**config.mk**
```make
export PLATFORM = sky130hd
export DESIGN_NAME = calc_seq_ctrl
export DESIGN_NICKNAME = d
export VERILOG_FILES = /design/src/rtl/calc_seq_ctrl.sv
export SDC_FILE = /design/constraint.sdc
export NUM_CORES = 1
export LEC_CHECK = 0
export ABC_CLOCK_PERIOD_IN_PS = 2600
export CAP_MARGIN = 40
export CORE_UTILIZATION = 28
export DETAILED_ROUTE_END_ITERATION = 16
export DONT_BUFFER_PORTS = 1
export GPL_TIMING_DRIVEN = 0
export REMOVE_ABC_BUFFERS = 1
export SLEW_MARGIN = 10
export SYNTH_ARGS = -nofsm -noshare
export SYNTH_HDL_FRONTEND = slang
export SYNTH_SLANG_ARGS = --single-unit
```
**constraint.sdc**
```tcl
create_clock -name clk -period 2.6 [get_ports clk]
set_clock_uncertainty 0.2 [all_clocks]
set_input_delay 0.26 -clock clk [delete_from_list [all_inputs] [get_ports clk]]
set_output_delay 0.26 -clock clk [all_outputs]
set_load 0.005 [all_outputs]
```
**src/rtl/calc_seq_ctrl.sv**
```systemverilog
// calc_seq_ctrl: keypad-to-ALU input sequencer for the BCD calculator.
// Collects two BCD operands digit by digit, captures the operator, runs the
// ALU through a start/done handshake, supports operator chaining and
// repeat-equals, and holds the result for display. Includes clear handling
// and an ALU error/timeout state.
//
// Ports:
//   clk, rst       clock; asynchronous active-high reset
//   is_num/num_val digit key pulse and digit value (values > 9 ignored)
//   is_op/op_val   operator key pulse and operator code
//   is_eq          equals key pulse
//   is_clr         clear key pulse (highest priority, any state)
//   alu_result     BCD result from ALU
//   alu_done       ALU result valid
//   alu_err        ALU error flag, qualified by alu_done
//   num1_bcd       first operand / accumulator
//   num2_bcd       second operand
//   operation      operator presented to the ALU
//   alu_start      one-cycle ALU request (first CALC cycle)
//   result_valid   high while showing a result
//   error          high while in the error state
//   curr_state     state code for debug
module calc_seq_ctrl #(
    parameter int DIGITS  = 4,
    parameter int OP_W    = 2,
    parameter int TIMEOUT = 255
) (
    input  logic                  clk,
    input  logic                  rst,
    input  logic                  is_num,
    input  logic                  is_op,
    input  logic                  is_eq,
    input  logic                  is_clr,
    input  logic [3:0]            num_val,
    input  logic [OP_W-1:0]       op_val,
    input  logic [4*DIGITS-1:0]   alu_result,
    input  logic                  alu_done,
    input  logic                  alu_err,
    output logic [4*DIGITS-1:0]   num1_bcd,
    output logic [4*DIGITS-1:0]   num2_bcd,
    output logic [OP_W-1:0]       operation,
    output logic                  alu_start,
    output logic                  result_valid,
    output logic                  error,
    output logic [2:0]            curr_state
);

    localparam int W  = 4 * DIGITS;
    localparam int CW = $clog2(DIGITS + 1);
    localparam int TW = $clog2(TIMEOUT + 1);

    typedef enum logic [2:0] {
        S_N1   = 3'd0,
        S_OP   = 3'd1,
        S_N2   = 3'd2,
        S_CALC = 3'd3,
        S_SHOW = 3'd4,
        S_ERR  = 3'd5
    } state_t;

    state_t          r_state,   w_state_nxt;
    logic [W-1:0]    r_num1,    w_num1_nxt;
    logic [W-1:0]    r_num2,    w_num2_nxt;
    logic [CW-1:0]   r_cnt1,    w_cnt1_nxt;
    logic [CW-1:0]   r_cnt2,    w_cnt2_nxt;
    logic [OP_W-1:0] r_op,      w_op_nxt;
    logic [OP_W-1:0] r_pend_op, w_pend_op_nxt;
    logic            r_pend_eq, w_pend_eq_nxt;
    logic [TW-1:0]   r_tcnt,    w_tcnt_nxt;

    // Out-of-range digit codes are treated as if no key was pressed.
    logic w_num;
    assign w_num = is_num && (num_val <= 4'd9);

    // Shift a digit into an operand; saturates at DIGITS, and a leading zero
    // neither changes the register nor advances the counter.
    function automatic logic [CW+W-1:0] enter_digit(
        input logic [W-1:0]  r,
        input logic [CW-1:0] c,
        input logic [3:0]    d
    );
        logic [CW+W-1:0] res;
        res = {c, r};
        if ((c != CW'(DIGITS)) && !((d == 4'd0) && (r == '0)))
            res = {c + CW'(1), (r << 4) | W'(d)};
        return res;
    endfunction

    always_ff @(posedge clk or posedge rst) begin
        if (rst) begin
            r_state   <= S_N1;
            r_num1    <= '0;
            r_num2    <= '0;
            r_cnt1    <= '0;
            r_cnt2    <= '0;
            r_op      <= '0;
            r_pend_op <= '0;
            r_pend_eq <= 1'b0;
            r_tcnt    <= '0;
        end else begin
            r_state   <= w_state_nxt;
            r_num1    <= w_num1_nxt;
            r_num2    <= w_num2_nxt;
            r_cnt1    <= w_cnt1_nxt;
            r_cnt2    <= w_cnt2_nxt;
            r_op      <= w_op_nxt;
            r_pend_op <= w_pend_op_nxt;
            r_pend_eq <= w_pend_eq_nxt;
            r_tcnt    <= w_tcnt_nxt;
        end
    end

    always_comb begin
        w_state_nxt   = r_state;
        w_num1_nxt    = r_num1;
        w_num2_nxt    = r_num2;
        w_cnt1_nxt    = r_cnt1;
        w_cnt2_nxt    = r_cnt2;
        w_op_nxt      = r_op;
        w_pend_op_nxt = r_pend_op;
        w_pend_eq_nxt = r_pend_eq;
        // Timeout counter only survives while CALC keeps waiting.
        w_tcnt_nxt    = '0;

        if (is_clr) begin
            w_state_nxt   = S_N1;
            w_num1_nxt    = '0;
            w_num2_nxt    = '0;
            w_cnt1_nxt    = '0;
            w_cnt2_nxt    = '0;
            w_op_nxt      = '0;
            w_pend_op_nxt = '0;
            w_pend_eq_nxt = 1'b0;
        end else begin
            // Only the highest-priority pulse (eq > op > num) is acted on.
            case (r_state)
                S_N1: begin
                    if (is_eq) begin
                        w_state_nxt = S_N1;
                    end else if (is_op) begin
                        w_op_nxt    = op_val;
                        w_state_nxt = S_OP;
                    end else if (w_num) begin
                        {w_cnt1_nxt, w_num1_nxt} = enter_digit(r_num1, r_cnt1, num_val);
                    end
                end
                S_OP: begin
                    if (is_eq) begin
                        w_state_nxt = S_OP;
                    end else if (is_op) begin
                        w_op_nxt = op_val;
                    end else if (w_num) begin
                        w_num2_nxt  = W'(num_val);
                        w_cnt2_nxt  = (num_val == 4'd0) ? '0 : CW'(1);
                        w_state_nxt = S_N2;
                    end
                end
                S_N2: begin
                    if (is_eq) begin
                        w_pend_eq_nxt = 1'b1;
                        w_state_nxt   = S_CALC;
                    end else if (is_op) begin
                        w_pend_op_nxt = op_val;
                        w_pend_eq_nxt = 1'b0;
                        w_state_nxt   = S_CALC;
                    end else if (w_num) begin
                        {w_cnt2_nxt, w_num2_nxt} = enter_digit(r_num2, r_cnt2, num_val);
                    end
                end
                S_CALC: begin
                    // r_tcnt == 0 marks the alu_start cycle; done is not accepted then.
                    if ((r_tcnt != '0) && alu_done) begin
                        if (alu_err) begin
                            w_num1_nxt  = '0;
                            w_state_nxt = S_ERR;
                        end else begin
                            w_num1_nxt = alu_result;
                            if (r_pend_eq) begin
                                w_state_nxt = S_SHOW;
                            end else begin
                                w_op_nxt    = r_pend_op;
                                w_num2_nxt  = '0;
                                w_cnt2_nxt  = '0;
                                w_state_nxt = S_OP;
                            end
                        end
                    end else if (r_tcnt == TW'(TIMEOUT - 1)) begin
                        w_num1_nxt  = '0;
                        w_state_nxt = S_ERR;
                    end else begin
                        w_tcnt_nxt = r_tcnt + TW'(1);
                    end
                end
                S_SHOW: begin
                    if (is_eq) begin
                        w_pend_eq_nxt = 1'b1;
                        w_state_nxt   = S_CALC;
                    end else if (is_op) begin
                        w_op_nxt    = op_val;
                        w_num2_nxt  = '0;
                        w_cnt2_nxt  = '0;
                        w_state_nxt = S_OP;
                    end else if (w_num) begin
                        {w_cnt1_nxt, w_num1_nxt} = enter_digit('0, '0, num_val);
                        w_num2_nxt  = '0;
                        w_cnt2_nxt  = '0;
                        w_state_nxt = S_N1;
                    end
                end
                S_ERR: begin
                    w_num1_nxt = '0;
                end
                default: begin
                    w_state_nxt   = S_N1;
                    w_num1_nxt    = '0;
                    w_num2_nxt    = '0;
                    w_cnt1_nxt    = '0;
                    w_cnt2_nxt    = '0;
                    w_op_nxt      = '0;
                    w_pend_op_nxt = '0;
                    w_pend_eq_nxt = 1'b0;
                end
            endcase
        end
    end

    assign num1_bcd     = r_num1;
    assign num2_bcd     = r_num2;
    assign operation    = r_op;
    assign alu_start    = (r_state == S_CALC) && (r_tcnt == '0);
    assign result_valid = (r_state == S_SHOW);
    assign error        = (r_state == S_ERR);
    assign curr_state   = r_state;

endmodule
```
==> flow_metrics.py <==
metrics = {
    "sta": {
        "drv_slew": 0,
        "hold_viol": 0,
        "rsz0062_at_grt": "no",
        "layout_min_cycle_time_ns": 2.50,
        "fmax_ghz": 0.400,
        "worst_pin_slew_ns": 0.619,
        "timing.final.crit_share_pct": 96.2,
        "setup_viol": 0,
        "relSlewSlack_pct": 58.4,
        "worst_slack_ns": 0.0993,
    },
    "drt": {
        "wl_per_cell_microns": 17.4,
        "drc": 0,
        "viasPerCell": 5.29,
        "wirelength_microns": 8150,
        "vias": 2474,
        "ant_nets": 0,
        "first_pass_iters": 4,
        "first_iter_violations": 101,
    },
    "yosys": {
        "syn_inst": 314,
        "avgSynthCellArea_sq_um": 9.78,
        "yosysWarnings": 0,
        "yosysSeqAreaShare_pct": 44.0,
        "synth_area_sq_um": 3070,
        "async_flop_share_pct": 100,
        "ys_types": 52,
        "synth_flop_cell": "dfrtp_1",
        "ys_ff_latch": 54,
        "synth_edf_count": 0,
    },
    "clock_network": {
        "cts_tree": "built",
        "cts_root_buf": "clkbuf_8",
        "path_clk_slew_ns": 0.12,
        "cts_buffers": 5,
        "htree_levels": 2,
        "cts.sinks": 54,
        "clkLatencyLatePin_ns": 0.32,
        "ctsLongestPathBuffers": 2,
    },
    "hold_path": {
        "min_from": "alu_result[8]",
        "hold_path_class": "in2reg",
    },
    "placement": {
        "io_buffers": 0,
        "place_congestion": 0.741,
        "place_ws_ns": -0.869,
        "placed_cells": 441,
        "dp_hpwl_microns": 5560,
    },
    "floorplanning": {
        "die_width_microns": 107,
        "core_sq_um": 10500,
        "rows": 37,
        "start_util_pct": 29.4,
        "dieArea_sq_um": 11400,
        "num_io_pins": 70,
        "fp.dieH_microns": 107,
    },
    "setup_path": {
        "crit_start": "curr_state[0]",
        "cp_data_arrival_time_ns": 2.52,
        "worstReg2RegStart": "curr_state[0]",
        "start_kind": "flip-flop",
        "criticalPathCategory": "reg2reg",
        "crit_required_ns": 2.62,
        "cp_max_fo": 11,
        "end_kind": "flip-flop",
    },
    "global_routing": {
        "grt_overflow_total": 0,
        "antenna_found_initial": 0,
        "grt_pass1_wl_microns": 13300,
        "grt_pass1_vias": 2479,
        "grtUsageTotal_pct": 14.9,
        "grt_max_degree": 31,
    },
    "power": {
        "ir_drop_mv": 0.350,
        "design_power_total_w": 0.00287,
        "p_per_area_nw_per_um2": 811,
        "p_leak_nw": 1.58,
    },
    "layout": {
        "most-common-layout-cells": "dfrtp_1 (51), nor2_1 (30), inv_1 (24)",
        "layout-drive-gt1-share_pct": 18.4,
        "nNetsFinal": 368,
        "final_common_cell": "dfrtp_1",
        "layoutNonFillerInstCount": 468,
        "fill_cells": 1081,
        "syn_to_final_growth_pct": 15.4,
        "n_antenna_cell": 0,
    },
    "outcome": {
        "status": "finished clean",
    },
    "flow_run": {
        "cap_violations": 0,
    },
}
[metrics by stage]
stage | cell area [sq um] | setup TNS (ns) | utilization (%) | hold WS, ns
global route | 3540 | 0 | 33.9 | 0.000499
finish | 3540 | 0 | 33.9 | 0.00692
detailed placement | 3240 | -22.60 | 31.0 | 0.0380
global placement | 3150 | -32.43 | 30.1 | 0.202
floorplan | 2980 | -6.50 | - | 0.197
CTS | 3510 | 0 | 33.6 | 0.00258
[Yosys cell counts (3+ instances only)]
cell type,n,share of area (%)
mux2i_1,10,3.3
clkbuf_1,6,0.73
nor2b_1,3,0.61
nand2b_1,5,1.0
mux2_4,5,2.4
nor2_1,30,3.7
mux2_2,20,7.3
a32oi_1,4,1.1
nand2_1,22,2.7
ha_1,7,2.9
o21ai_0,15,2.4
a22o_1,16,4.6
and3_1,3,0.61
a21oi_1,9,1.5
inv_1,25,3.1
xor2_1,5,1.4
nand3_1,18,2.9
nor4_1,10,2.0
dfrtp_1,54,44
buf_2,5,0.81
nor3_1,7,1.1
[state kept, by name, indices dropped and copies added, names as in the netlist]
register	count
r_pend_eq	1
num1_bcd	16
r_tcnt	8
num2_bcd	16
curr_state	3
operation	2
r_pend_op	2
r_cnt2	3
r_cnt1	3
[cell families after synthesis]
kind of cell / synth area share (%)
simple gates: 17.7
compound gates: 14.6
flops: 44.0
buf+inv: 6.11
mux: 13.0
fa+ha+maj: 2.85
xor+xnor: 1.71
[metal layers]
metal | track usage (%) | vias to the layer above | routed length, microns
li1 | - | 1161 | -
met1 | 20.8 | 1230 | 3780
met2 | 22.9 | 77 | 3760
met3 | 4.19 | 6 | 561
met4 | 2.84 | 0 | 45
met5 | 0 | - | 0
[power breakdown]
group	total [W]	internal, W	leakage [nW]	switching (W)
Sequential	0.00121	0.000987	0.736	0.000220
Clock	0.000499	0.000195	0.0447	0.000304
Combinational	0.00117	0.000553	0.801	0.000614
Total	0.00287	0.00174	1.58	0.00114
[area by class of cell]
cell class              count  area [sq um]  area share (%)
multi-input cells         219          1580            44.5
inverters                  26          97.6            2.75
clock inverters             3          25.0           0.706
well taps                 136           170            4.80
repair buffers             25           249            7.03
flip-flops and latches     54          1360            38.3
clock buffers               5          68.8            1.94
[what timing repair did]
item | CTS | global route
pin swaps | 2 | 0
setup buffers | 5 | 1
endpoints found under the hold margin | 41 | 1
endpoints found under the setup margin | 36 | 20
gates resized for setup | 9 | 2
hold buffers | 12 | 1
[worst paths after layout]
kind                            endpoint  slack (ns)  cells past startpoint
setup / recovery             num2_bcd[5]         0.1                      7
hold / removal               num1_bcd[8]       0.007                      2
setup reg to reg             num2_bcd[5]         0.1                      7
hold reg to reg                r_cnt1[2]        0.33                      1
max in group asynchronous  curr_state[2]        1.36                      3
min in group asynchronous    num2_bcd[3]        0.25                      2
[critical path, cell delays in order, from the launching register on]
cell and delay (ns):
dfrtp_2 0.53, nor4b_4 0.34, buf_4 0.21, inv_2 0.09, or3_1 0.38, and4_4 0.18, buf_4 0.17, mux2_4 0.30
Note: power is estimated with default switching activity, not from simulation.
